<file path="config.mk">
export PLATFORM = sky130hd
export DESIGN_NAME = pyfive_wb_master
export DESIGN_NICKNAME = d
export VERILOG_FILES = /design/src/rtl/pyfive_wb_pkg.sv /design/src/rtl/pyfive_wb_timeout.sv /design/src/rtl/pyfive_wb_master.sv
export SDC_FILE = /design/constraint.sdc
export NUM_CORES = 1
export LEC_CHECK = 0
export BUFFER_PORTS_ARGS = -buffer_cell sky130_fd_sc_hd__buf_2
export CAP_MARGIN = 20
export CORE_ASPECT_RATIO = 0.9
export CORE_UTILIZATION = 40
export CTS_CLUSTER_DIAMETER = 120
export CTS_CLUSTER_SIZE = 8
export DETAILED_ROUTE_END_ITERATION = 8
export PLACE_DENSITY = 0.75
export SETUP_SLACK_MARGIN = 0.1
export SLEW_MARGIN = 0
export SYNTH_ARGS = -nofsm -noshare
export SYNTH_HDL_FRONTEND = slang
export SYNTH_SLANG_ARGS = --single-unit
</file>
<file path="constraint.sdc">
create_clock -name wb_clk_i -period 1.3 [get_ports wb_clk_i]
set_input_delay 0.13 -clock wb_clk_i [delete_from_list [all_inputs] [get_ports wb_clk_i]]
set_output_delay 0.13 -clock wb_clk_i [all_outputs]
set_load 0.02 [all_outputs]
</file>
<file path="src/rtl/pyfive_wb_pkg.sv">
// Shared types and widths for the pyfive Wishbone classic initiator.
package pyfive_wb_pkg;

  localparam int unsigned PYFIVE_WB_AW   = 32;
  localparam int unsigned PYFIVE_WB_DW   = 32;
  localparam int unsigned PYFIVE_WB_SELW = 4;
  localparam int unsigned PYFIVE_WB_TO_W = 16;

  typedef enum logic [1:0] {
    IDLE = 2'd0,
    BUS  = 2'd1,
    RSP  = 2'd2
  } wb_state_e;

endpackage

</file>
<file path="src/rtl/pyfive_wb_timeout.sv">
// Bus-cycle watchdog: counts unterminated BUS cycles and flags the last allowed one.
module pyfive_wb_timeout
  import pyfive_wb_pkg::*;
#(
  parameter int unsigned LIMIT = 255
) (
  input  logic clk,
  input  logic rst_n,
  input  logic clr_i,
  input  logic inc_i,
  output logic expired_c
);

  logic [PYFIVE_WB_TO_W-1:0] cnt_q, cnt_d;

  always_comb begin
    cnt_d = cnt_q;
    if (clr_i) begin
      cnt_d = '0;
    end else if (inc_i) begin
      cnt_d = cnt_q + PYFIVE_WB_TO_W'(1);
    end
  end

  always_ff @(posedge clk) begin
    if (!rst_n) begin
      cnt_q <= '0;
    end else begin
      cnt_q <= cnt_d;
    end
  end

  assign expired_c = (cnt_q == PYFIVE_WB_TO_W'(LIMIT - 1));

endmodule

</file>
<file path="src/rtl/pyfive_wb_master.sv">
// Wishbone classic initiator: one request in, one bus cycle, one response out.
// Optional watchdog enabled by defining PYFIVE_WB_TIMEOUT_EN.
module pyfive_wb_master
  import pyfive_wb_pkg::*;
#(
  parameter int unsigned TIMEOUT_CYCLES = 255
) (
  input  logic                      wb_clk_i,
  input  logic                      wb_rst_ni,
  input  logic                      req_valid_i,
  output logic                      req_ready_o,
  input  logic                      req_we_i,
  input  logic [PYFIVE_WB_AW-1:0]   req_adr_i,
  input  logic [PYFIVE_WB_DW-1:0]   req_dat_i,
  input  logic [PYFIVE_WB_SELW-1:0] req_sel_i,
  output logic                      rsp_valid_o,
  input  logic                      rsp_ready_i,
  output logic [PYFIVE_WB_DW-1:0]   rsp_dat_o,
  output logic                      rsp_err_o,
  output logic                      wbm_cyc_o,
  output logic                      wbm_stb_o,
  output logic                      wbm_we_o,
  output logic [PYFIVE_WB_SELW-1:0] wbm_sel_o,
  output logic [PYFIVE_WB_AW-1:0]   wbm_adr_o,
  output logic [PYFIVE_WB_DW-1:0]   wbm_dat_o,
  input  logic                      wbm_ack_i,
  input  logic                      wbm_err_i,
  input  logic [PYFIVE_WB_DW-1:0]   wbm_dat_i,
  output logic                      busy_o
);

  if (TIMEOUT_CYCLES == 0 || TIMEOUT_CYCLES > 65535) begin : g_bad_timeout
    $error("pyfive_wb_master: TIMEOUT_CYCLES must be within 1..65535");
  end

  wb_state_e                 state_q, state_d;
  logic                      req_ready_q, req_ready_d;
  logic                      rsp_valid_q, rsp_valid_d;
  logic [PYFIVE_WB_DW-1:0]   rsp_dat_q, rsp_dat_d;
  logic                      rsp_err_q, rsp_err_d;
  logic                      cyc_q, cyc_d;
  logic                      we_q, we_d;
  logic [PYFIVE_WB_SELW-1:0] sel_q, sel_d;
  logic [PYFIVE_WB_AW-1:0]   adr_q, adr_d;
  logic [PYFIVE_WB_DW-1:0]   dat_q, dat_d;
  logic                      busy_q, busy_d;
  logic                      timeout_c;

`ifdef PYFIVE_WB_TIMEOUT_EN
  pyfive_wb_timeout #(
    .LIMIT(TIMEOUT_CYCLES)
  ) u_timeout (
    .clk      (wb_clk_i),
    .rst_n    (wb_rst_ni),
    .clr_i    ((state_q == IDLE) && req_valid_i),
    .inc_i    ((state_q == BUS) && !wbm_ack_i && !wbm_err_i),
    .expired_c(timeout_c)
  );
`else
  assign timeout_c = 1'b0;
`endif

  // Next state plus capture of request fields and response payload.
  always_comb begin
    state_d   = state_q;
    rsp_dat_d = rsp_dat_q;
    rsp_err_d = rsp_err_q;
    we_d      = we_q;
    sel_d     = sel_q;
    adr_d     = adr_q;
    dat_d     = dat_q;

    unique case (state_q)
      IDLE: begin
        if (req_valid_i) begin
          state_d = BUS;
          we_d    = req_we_i;
          sel_d   = req_sel_i;
          adr_d   = req_adr_i;
          dat_d   = req_dat_i;
        end
      end
      BUS: begin
        if (wbm_err_i) begin
          state_d   = RSP;
          rsp_err_d = 1'b1;
          rsp_dat_d = '0;
        end else if (wbm_ack_i) begin
          state_d   = RSP;
          rsp_err_d = 1'b0;
          rsp_dat_d = we_q ? '0 : wbm_dat_i;
        end else if (timeout_c) begin
          state_d   = RSP;
          rsp_err_d = 1'b1;
          rsp_dat_d = '0;
        end
      end
      RSP: begin
        if (rsp_ready_i) begin
          state_d   = IDLE;
          rsp_err_d = 1'b0;
          rsp_dat_d = '0;
        end
      end
      default: state_d = IDLE;
    endcase

    // Registered outputs reflect the upcoming state; bus fields are zero outside BUS.
    req_ready_d = (state_d == IDLE);
    rsp_valid_d = (state_d == RSP);
    cyc_d       = (state_d == BUS);
    busy_d      = (state_d != IDLE);
    if (state_d != BUS) begin
      we_d  = 1'b0;
      sel_d = '0;
      adr_d = '0;
      dat_d = '0;
    end
  end

  always_ff @(posedge wb_clk_i) begin
    if (!wb_rst_ni) begin
      state_q     <= IDLE;
      req_ready_q <= 1'b1;
      rsp_valid_q <= 1'b0;
      rsp_dat_q   <= '0;
      rsp_err_q   <= 1'b0;
      cyc_q       <= 1'b0;
      we_q        <= 1'b0;
      sel_q       <= '0;
      adr_q       <= '0;
      dat_q       <= '0;
      busy_q      <= 1'b0;
    end else begin
      state_q     <= state_d;
      req_ready_q <= req_ready_d;
      rsp_valid_q <= rsp_valid_d;
      rsp_dat_q   <= rsp_dat_d;
      rsp_err_q   <= rsp_err_d;
      cyc_q       <= cyc_d;
      we_q        <= we_d;
      sel_q       <= sel_d;
      adr_q       <= adr_d;
      dat_q       <= dat_d;
      busy_q      <= busy_d;
    end
  end

  assign req_ready_o = req_ready_q;
  assign rsp_valid_o = rsp_valid_q;
  assign rsp_dat_o   = rsp_dat_q;
  assign rsp_err_o   = rsp_err_q;
  assign wbm_cyc_o   = cyc_q;
  assign wbm_stb_o   = cyc_q;
  assign wbm_we_o    = we_q;
  assign wbm_sel_o   = sel_q;
  assign wbm_adr_o   = adr_q;
  assign wbm_dat_o   = dat_q;
  assign busy_o      = busy_q;

endmodule

</file>
-- After elaboration in Yosys (flattened, before gate mapping)
Index checks and enable logic that the tools add are counted.
- add/sub/neg operators: 0
- multiply operators: 0
- divide/modulo/power cells: 0
- $lt $le $gt $ge: 0
- equal/unequal tests: 7
- shifts and indexed selects: 0
- mux-type cells: 14
- bitwise operators: 1
- reduce and logical (&&, ||, !) cells: 7
- operators with widths (operator ; count):
    $mux 32 ; 4
    $pmux 32 s2 ; 1
    $mux 2 ; 4
    $pmux 2 s3 ; 1
    $eq 2x1->1 const B ; 2
    $eq 2x2->1 const B ; 2
    $logic_not 2->1 ; 2
    $reduce_bool 2->1 ; 2
    $mux 1 ; 3
    $ne 3x3->1 const B ; 1
    $reduce_and 3->1 ; 1
    $ne 2x1->1 const B ; 1
    $ne 2x2->1 const B ; 1
    $pmux 1 s2 ; 1
    $reduce_and 2->1 ; 1
    $reduce_or 2->1 ; 1
    $not 1->1 ; 1
- register bits after elaboration: 108
- latch bits: 0
- memory bits (writable): 0
- ROM bits: 0
- bits of input ports: 107
- output and inout bits: 107
- logic and storage cells: 40
- memories kept: 0

-- Longest topological paths before layout
Gate-level depths: netlist of the first run.
- depth after elaboration: 5
- depth in mapped cells: 6
- mapped depth without buffers: 3

-- Worst setup path before layout of the first run
No wires, ideal clock.
- path type: flip-flop to flip-flop
- start point: register state_q[0]
- end point: register adr_q[24] (netlist: wbm_adr_o[24])
- setup time: 132 ps
- data arrival time: 1227 ps
- data required time: 1168 ps
- path slack: -59 ps
- cell stages (with the launch flop): 7
- buffers on the path: 3
- period minus slack after synthesis: 1359 ps
- cells stage by stage: dfxtp_1 > or3b_1 > buf_2 > buf_2 > buf_6 > nand2_1 > a21oi_1
- word-level cells in the longest chain between the ends: 5
- elaborated cells between the ends (all ways): 11
- those cells by class: 3 x eq/ne; 5 x mux; 3 x reduce/logical
- ends and longest elaborated chain (item ; line ; RTL):
    start, declared ; pyfive_wb_master.sv:36 ; wb_state_e state_q, state_d;
    start signal, assigned ; pyfive_wb_master.sv:135 ; state_q <= state_d;
    $mux 2 ; pyfive_wb_master.sv:88 ; end else if (wbm_ack_i) begin
    $mux 2 ; pyfive_wb_master.sv:84 ; if (wbm_err_i) begin
    $pmux 2 s3 ; pyfive_wb_master.sv:73 ; unique case (state_q)
    $ne 2x1->1 ; pyfive_wb_master.sv:113 ; if (state_d != BUS) begin
    $reduce_or 2->1 (no source line) ; -- ;
    end signal, assigned ; pyfive_wb_master.sv:143 ; adr_q <= adr_d;
    end, declared ; pyfive_wb_master.sv:44 ; logic [PYFIVE_WB_AW-1:0] adr_q, adr_d;
Several ways; a longest one is shown, not always the timed one.
A chain may end at the register's enable or synchronous reset.

-- Worst setup path after layout of the first run
- start point: register state_q[0]
- end point: register adr_q[17] (netlist: wbm_adr_o[17])
The elaborated chain is that of the path after synthesis.

==> results of run 1 <==
[report_power, final]
part           internal, mW  switching [mW]
clock network         0.715            1.14
logic                 0.789           0.876
registers              3.43          0.0668
total                  4.93            2.09
[flip-flops by register name, summed over array words and instances, names as in the netlist, 2 cells and up]
| signal | count |
|---|---|
| wbm_sel_o | 4 |
| state_q | 2 |
| wbm_adr_o | 32 |
| wbm_dat_o | 32 |
| rsp_dat_o | 32 |
[critical path, stage by stage (launching register included)]
cell	delay, ps
dfxtp_4	370
or3b_4	500
clkbuf_16	210
nand2_1	120
a21oi_2	80
[timing repair]
| item | 4_1_cts | 5_1_grt |
|---|---|---|
| hold buffers | 69 | 3 |
| pin swaps | 3 | 24 |
| gates resized for setup | 15 | 86 |
| gates cloned | 5 | 6 |
| hold endpoints to repair | 69 | 3 |
| setup buffers | 3 | 1 |
| setup endpoints to repair | 102 | 105 |
[worst paths after layout]
kind	startpoint	endpoint	cells past startpoint
worst max-delay path	state_q[0]	wbm_adr_o[17]	4
worst min-delay path	wbm_dat_i[22]	rsp_dat_o[22]	3
worst max register to register	state_q[0]	wbm_adr_o[17]	4
worst min register to register	rsp_dat_o[0]	rsp_dat_o[0]	2
[cells in the mapped netlist]
library cell / number / area share
o22ai_1: 1 / 0.0016
and2_1: 2 / 0.0031
o21bai_1: 1 / 0.0019
a21oi_1: 69 / 0.086
mux2i_1: 32 / 0.080
buf_2: 7 / 0.0087
a31o_2: 1 / 0.0022
nor3b_2: 1 / 0.0031
nand4_1: 32 / 0.050
dfxtp_1: 108 / 0.54
nor2b_1: 1 / 0.0016
buf_6: 5 / 0.014
nand2_1: 171 / 0.16
o22a_1: 1 / 0.0022
a21boi_0: 1 / 0.0019
or3b_1: 1 / 0.0022
buf_4: 2 / 0.0037
inv_1: 3 / 0.0028
nor2_1: 4 / 0.0037
o2bb2ai_1: 1 / 0.0022
clkbuf_1: 29 / 0.027
nand2b_1: 3 / 0.0047
nor3b_1: 1 / 0.0019
[kinds of logic after synthesis]
family,after synthesis,share of synthesized area
and+or+nand+nor,216,0.229
DFF,108,0.537
AOI/OAI and AO/OA,75,0.0976
buffers and inverters,46,0.0563
muxes,32,0.0796
[per-stage QoR]
step	cells	hold WS, ps	util
floorplan	477	266	-
global placement	788	371	0.541
detailed placement	788	377	0.541
CTS	881	0.344	0.652
global route	891	6.56	0.702
finish	891	24.0	0.702
[per-layer routing]
layer / part of all wire / vias up / global-route usage
met1: 0.37 / 2190 / 0.266
met4: 0.042 / 0 / 0.0980
met2: 0.50 / 294 / 0.458
li1: - / 2144 / -
met5: 0 / - / 0
met3: 0.094 / 70 / 0.0778
[layout by cell type (no fill, tap or decap), types with 2 or more instances in the layout]
cell type / Yosys / routed
nand2_4: 0 / 9
clkbuf_16: 0 / 6
clkinvlp_4: 0 / 2
and2_1: 2 / 2
buf_2: 7 / 213
buf_12: 0 / 9
nand2_1: 171 / 147
clkbuf_8: 0 / 9
dfxtp_1: 108 / 106
a21oi_1: 69 / 26
nand2b_1: 3 / 2
inv_1: 3 / 2
buf_6: 5 / 5
mux2i_1: 32 / 32
clkinv_4: 0 / 3
nand2_2: 0 / 15
a21oi_2: 0 / 42
nor2_1: 4 / 3
dlygate4sd3_1: 0 / 72
buf_4: 2 / 4
buf_16: 0 / 5
nand4_1: 32 / 32
[final cells by class]
cell class                      instances  area, um^2  area share
Tap cell                              126         158      0.0231
Multi-Input combinational cell        323        1970       0.288
Sequential cell                       108        2170       0.317
Inverter                                3        11.3     0.00165
Timing Repair Buffer                  315        2360       0.345
Clock buffer                           10         128      0.0187
Clock inverter                          6        50.0     0.00732
==> results.json, run 1 <==
{
  "die-area_mm2": 0.0105,
  "vias": 4698,
  "power_density_mw_per_mm2": 1030,
  "nets": 867,
  "irDropWorstVdd_uv": 808,
  "maxCapViolations": 0,
  "place_area_mm2": 0.00527,
  "netlist-cell-type-count": 23,
  "min_period_ps": 1390,
  "row_count": 34,
  "status": "complete, but fails checks",
  "drt_iter0_drc": 322,
  "crit_type": "reg -> reg",
  "first_global_vias": 4360,
  "clk_pin_slew_ps": 100,
  "grt_antenna_before_repair": 0,
  "track_usage": 0.251,
  "cp_max_fo": 11,
  "critPathLaunchType": "flop",
  "fin_tns_setup_ps": -1560,
  "layout-drive-gt1-share": 0.442,
  "synth-seq-area-share": 0.537,
  "synthCells": 477,
  "tightest_slew_ps": 333,
  "syn_to_final_growth_pct": 69.9,
  "finClkSkew_ps": 12.1,
  "cellLeakagePower_nw": 3.22,
  "cts_max_path_buffers": 2,
  "drt_wl_total_um": 15500,
  "vias_per_cell": 5.27,
  "rsz0062_at_grt": "yes",
  "synth-seq-cells": 108,
  "syn_area_per_cell_um2": 8.44,
  "end_kind": "flop",
  "syn-num-nets": 584,
  "cts_tree": "done",
  "drc": 0,
  "portBuffers": 213,
  "r2r_slack_ps": -90,
  "wl_per_cell_um": 17.4,
  "violations": "negative setup slack",
  "max_freq_mhz": 721,
  "preCtsSetupSlack_ps": -42.0,
  "grt_overflow_total": 0,
  "cts_buffers": 9,
  "die_h_um": 97.2,
  "grt_max_degree": 38,
  "ant_nets": 0,
  "hold_viol": 0,
  "grt_pass1_wl_um": 20500,
  "io_pins": 214,
  "setup_slack_ps": -86.1,
  "min_path_type": "in -> reg",
  "start_util": 0.413,
  "stdcell_area_mm2": 0.00684,
  "core_mm2": 0.00974,
  "h-tree-depth": 3,
  "fillers": 672,
  "dp_hpwl_um": 7530,
  "post-route-period-util": 1.07,
  "slew_viol_final": 0,
  "clock_sinks": 108,
  "clk_latency_ps": 370,
  "setup_viol": 61,
  "die_x_um": 108,
  "worstPathRequired_ps": 1550,
  "syn_area_mm2": 0.00403,
  "arrival_ps": 1640,
  "first_pass_iters": 5,
  "slew-limit-headroom": 0.778,
  "n_antenna_cell": 0,
  "gp_congestion": 0.743,
  "yosys_warnings": 0,
  "root_buffer": "clkbuf_8",
  "power.total_mw": 7.02
}
No activity file was read; power rests on OpenSTA's default activity.
==> run 2, diff against run 1 <==
CORE_UTILIZATION = 30   (was 40)
PLACE_DENSITY = 0.59   (was 0.75)
==> results.json, run 2 (same netlist as run 1, synthesis figures left out) <==
{
  "status": "complete, but fails checks",
  "violations": "negative setup slack",
  "grt_pass1_wl_um": 18100,
  "irDropWorstVdd_uv": 763,
  "cts_buffers": 9,
  "grt_max_degree": 38,
  "worstPathCellList": "buf_6 -> nand2b_4 -> o22a_4 -> clkbuf_16 -> mux2i_1",
  "post-route-period-util": 1.02,
  "setup_viol": 12,
  "final_cells": 858,
  "cp_top_family": "flip-flops",
  "drc": 0,
  "gp_congestion": 0.744,
  "p_int_mw": 5.51,
  "ant_nets": 0,
  "final_common_cell": "buf_2",
  "clock_sinks": 108,
  "setup_slack_ps": -21.6,
  "cellLeakagePower_nw": 2.92,
  "rsz0062_at_grt": "yes",
  "final_cell_mix": "213 x buf_2, 170 x nand2_1, 106 x dfxtp_1, 55 x a21oi_1",
  "stdcell_area_mm2": 0.00606,
  "start_util": 0.312,
  "min_period_ps": 1320,
  "place_inst": 830,
  "wl_per_cell_um": 14.6,
  "slew-limit-headroom": 0.775,
  "syn_to_final_growth_pct": 50.5,
  "power_density_mw_per_mm2": 1240,
  "fin_tns_setup_ps": -128,
  "max_freq_mhz": 757,
  "clk_pin_slew_ps": 70,
  "die_h_um": 112,
  "die_x_um": 124,
  "tightest_slew_ps": 337,
  "power.total_mw": 7.52,
  "first_pass_iters": 5,
  "critPathLaunchType": "flop",
  "slew_viol_final": 0,
  "portBuffers": 213,
  "maxCapViolations": 0,
  "cpMaxStageDelayCell": "dfxtp_4",
  "p_clk_frac": 0.360,
  "final_util": 0.470,
  "io_pins": 214,
  "ctsHoldBuffers": 0,
  "first_global_vias": 3947,
  "root_buffer": "clkbuf_16",
  "dp_hpwl_um": 8160,
  "end_kind": "flop",
  "track_usage": 0.166,
  "place_area_mm2": 0.00539,
  "die-area_mm2": 0.0139,
  "drt_iter0_drc": 234,
  "vias": 4098,
  "grt_overflow_total": 0,
  "finClkSkew_ps": 4.63,
  "grt_antenna_before_repair": 1,
  "nets": 797,
  "cts_max_path_buffers": 2,
  "switchingPower_mw": 2.01,
  "n_antenna_cell": 0,
  "core_mm2": 0.0129,
  "cp_max_fo": 7,
  "cpPeakStageDelay_ps": 360,
  "row_count": 39,
  "drt_wl_total_um": 12500,
  "clk_latency_ps": 350,
  "worstPathRequired_ps": 1530,
  "crit_type": "reg -> reg",
  "vias_per_cell": 4.78,
  "layout-drive-gt1-share": 0.414,
  "cts_tree": "done",
  "hold_viol": 0,
  "h-tree-depth": 3,
  "pwr-share-comb": 0.176,
  "seq_power_share": 0.464,
  "arrival_ps": 1560,
  "sw_frac_of_total": 0.267,
  "min_path_type": "in -> reg",
  "crit_buf_inv": 2
}
==> run 2: area by class of cell <==
type,instances,area (um^2)
inverters,3,11.3
flip-flops and latches,108,2170
multi-input cells,323,1750
clock buffers,9,225
clock inverters,6,63.8
fillers,1277,6830
well taps,164,205
repair buffers,245,1630
==> run 2: timing repair <==
item,4_1_cts,5_1_grt
pin swaps,1,1
endpoints found under the setup margin,104,106
endpoints found under the hold margin,0,0
cloned,2,8
gates resized for setup,7,25
setup buffers,2,1
==> run 2: stage by stage <==
step | hold WS [ps] | setup slack, ps
floorplan | 266 | -2.84
global placement | 372 | -8.93
detailed placement | 378 | -36.1
CTS | 0.281 | 0.721
global route | 6.87 | -72.1
finish | 10.9 | -21.6
==> run 2: power groups by stage <==
stage / Clock (mW) / Sequential, mW / Combinational (mW)
after CTS: 2.80 / 3.49 / 1.19
after global placement: 0 / 3.56 / 1.10
after global routing: 2.93 / 3.50 / 1.43
after detailed placement: 0 / 3.56 / 1.12
after floorplan: 0 / 3.70 / 0.507
final: 2.71 / 3.49 / 1.32
==> run 2: path summary, 6_finish.rpt <==
path	startpoint	endpoint	slack (ps)	depth (start not counted)
hold / removal	req_dat_i[29]	wbm_dat_o[29]	10	3
hold reg to reg	wbm_adr_o[28]	wbm_adr_o[28]	450	2
setup / recovery	state_q[0]	rsp_dat_o[8]	-20	5
setup reg to reg	state_q[0]	rsp_dat_o[8]	-20	5
==> run 2: tightest hold or removal path: cells and delay by family <==
kind                   cells  cell delay [ps]
buffers and inverters      1               90
AOI/OAI and AO/OA          1               50
and+or+nand+nor            1               40
==> run 2: per-layer routing <==
layer / GRT usage / wire length, um / vias to the layer above
li1: - / - / 2006
met1: 0.183 / 5220 / 1921
met2: 0.294 / 6070 / 161
met3: 0.0605 / 1090 / 10
met4: 0.0524 / 137 / 0
met5: 0 / 0 / -
==> run 3, diff against run 2 <==
REMOVE_ABC_BUFFERS = 1   (was not set)
clock period = 1.2 ns   (was 1.3 ns; I/O delays follow)
==> results.json, run 3 (same netlist as run 1, synthesis figures left out) <==
{
  "clock_sinks": 108,
  "wl_met2_um": 7010,
  "arrival_ps": 1640,
  "cts_max_path_buffers": 2,
  "root_buffer": "clkbuf_16",
  "end_kind": "flop",
  "dp_hpwl_um": 8440,
  "syn_to_final_growth_pct": 60.6,
  "core_mm2": 0.0129,
  "drt_wl_total_um": 13800,
  "tightest_slew_ps": 321,
  "grt_antenna_before_repair": 0,
  "dr_wl_met3_um": 554,
  "cellLeakagePower_nw": 3.12,
  "stdcell_area_mm2": 0.00646,
  "drc": 0,
  "first_pass_iters": 4,
  "row_count": 39,
  "h-tree-depth": 3,
  "multiInputGateArea_mm2": 0.00200,
  "cts_buffers": 9,
  "setup_slack_ps": -173,
  "start_util": 0.312,
  "fin_tns_setup_ps": -12620,
  "final_util": 0.502,
  "slew-limit-headroom": 0.785,
  "rsz0062_at_grt": "yes",
  "critPathLaunchType": "flop",
  "vias_per_cell": 4.86,
  "regArea_mm2": 0.00217,
  "top_layer_used": "met4",
  "status": "complete, but fails checks",
  "power_density_mw_per_mm2": 1270,
  "final_cell_mix": "213 x buf_2, 145 x nand2_1, 106 x dfxtp_1, 36 x a21oi_2, 33 x a21oi_1",
  "wirelength_met1_um": 5830,
  "first_global_vias": 3837,
  "fillers": 1212,
  "gp_congestion": 0.738,
  "n_antenna_cell": 0,
  "clk_latency_ps": 340,
  "cp_max_fo": 12,
  "nets": 809,
  "min_period_ps": 1370,
  "setup_viol": 103,
  "die_h_um": 112,
  "clk_pin_slew_ps": 70,
  "place_area_mm2": 0.00537,
  "min_path_type": "in -> reg",
  "post-route-period-util": 1.14,
  "portBuffers": 213,
  "worstPathRequired_ps": 1470,
  "irDropWorstVdd_uv": 605,
  "layout-drive-gt1-share": 0.486,
  "slew_viol_final": 0,
  "grt_pass1_wl_um": 18800,
  "grt_overflow_total": 0,
  "vias": 4227,
  "whs_ps": 10.1,
  "die_x_um": 124,
  "finClkSkew_ps": 6.08,
  "cts_tree": "done",
  "ant_nets": 0,
  "hold_viol": 0,
  "drt_iter0_drc": 241,
  "track_usage": 0.175,
  "die-area_mm2": 0.0139,
  "max_freq_mhz": 728,
  "violations": "negative setup slack",
  "grt_max_degree": 67,
  "io_pins": 214,
  "wl_per_cell_um": 15.9,
  "final_common_cell": "buf_2",
  "crit_type": "reg -> reg",
  "maxCapViolations": 0
}
==> run 3: cell count changes in the layout (fill, tap and decap cells not counted), moves of 5 or more <==
cell	change
nand2_1	-25
a21oi_1	-22
a21oi_2	+22
nand2_4	+18
nand2_2	+7
dlygate4sd3_1	+5
==> run 3: routing by layer <==
metal | track usage | up-vias
met5 | 0 | -
met4 | 0.0849 | 0
met3 | 0.0282 | 34
met2 | 0.295 | 121
met1 | 0.212 | 2034
li1 | - | 2038
==> run 3: worst max-delay path: stages (launching register included) <==
cell	delay, ps
dfxtp_4	360
buf_6	120
nor3b_4	270
buf_6	180
clkbuf_16	170
nand2_1	70
a21oi_1	130
==> run 3: path summary, 6_finish.rpt <==
path	start	end	slack [ps]	cells past startpoint
worst min register to register	wbm_adr_o[2]	wbm_adr_o[2]	450	2
worst max-delay path	state_q[1]	wbm_dat_o[5]	-170	6
worst min-delay path	req_adr_i[10]	wbm_adr_o[10]	10	3
worst max register to register	state_q[1]	wbm_dat_o[5]	-170	6
==> run 3: layout make-up <==
cell class | instances | area share
tap | 164 | 0.0317
multi-input combinational | 323 | 0.309
clock buffer | 11 | 0.0391
clock inverter | 4 | 0.00387
timing repair buffer | 257 | 0.279
inverter | 3 | 0.00174
sequential | 108 | 0.335
==> run 3: report_power, final <==
group	switching [mW]	leakage [nW]	internal, mW
logic	0.898	2.11	0.754
clock network	1.30	0.133	1.50
registers	0.0655	0.877	3.71
total	2.27	3.12	5.97
==> run 3: repair_timing <==
| action | in CTS | in global routing |
|---|---|---|
| pin swaps | 3 | 35 |
| cloned | 3 | 12 |
| hold endpoints to repair | 5 | 0 |
| resized for setup | 9 | 97 |
| buffers inserted | 2 | 5 |
| hold buffers | 5 | 0 |
| setup endpoints to repair | 108 | 108 |
==> run 3: through the flow <==
stage / power [mW] / cells / setup WS (ps)
6_report: 8.24 / 870 / -173
4_1_cts: 7.98 / 856 / -122
3_3_place_gp: 5.01 / 831 / -124
5_1_grt: 8.63 / 870 / -216
2_1_floorplan: 4.45 / 434 / -2100
3_5_place_dp: 5.04 / 831 / -153
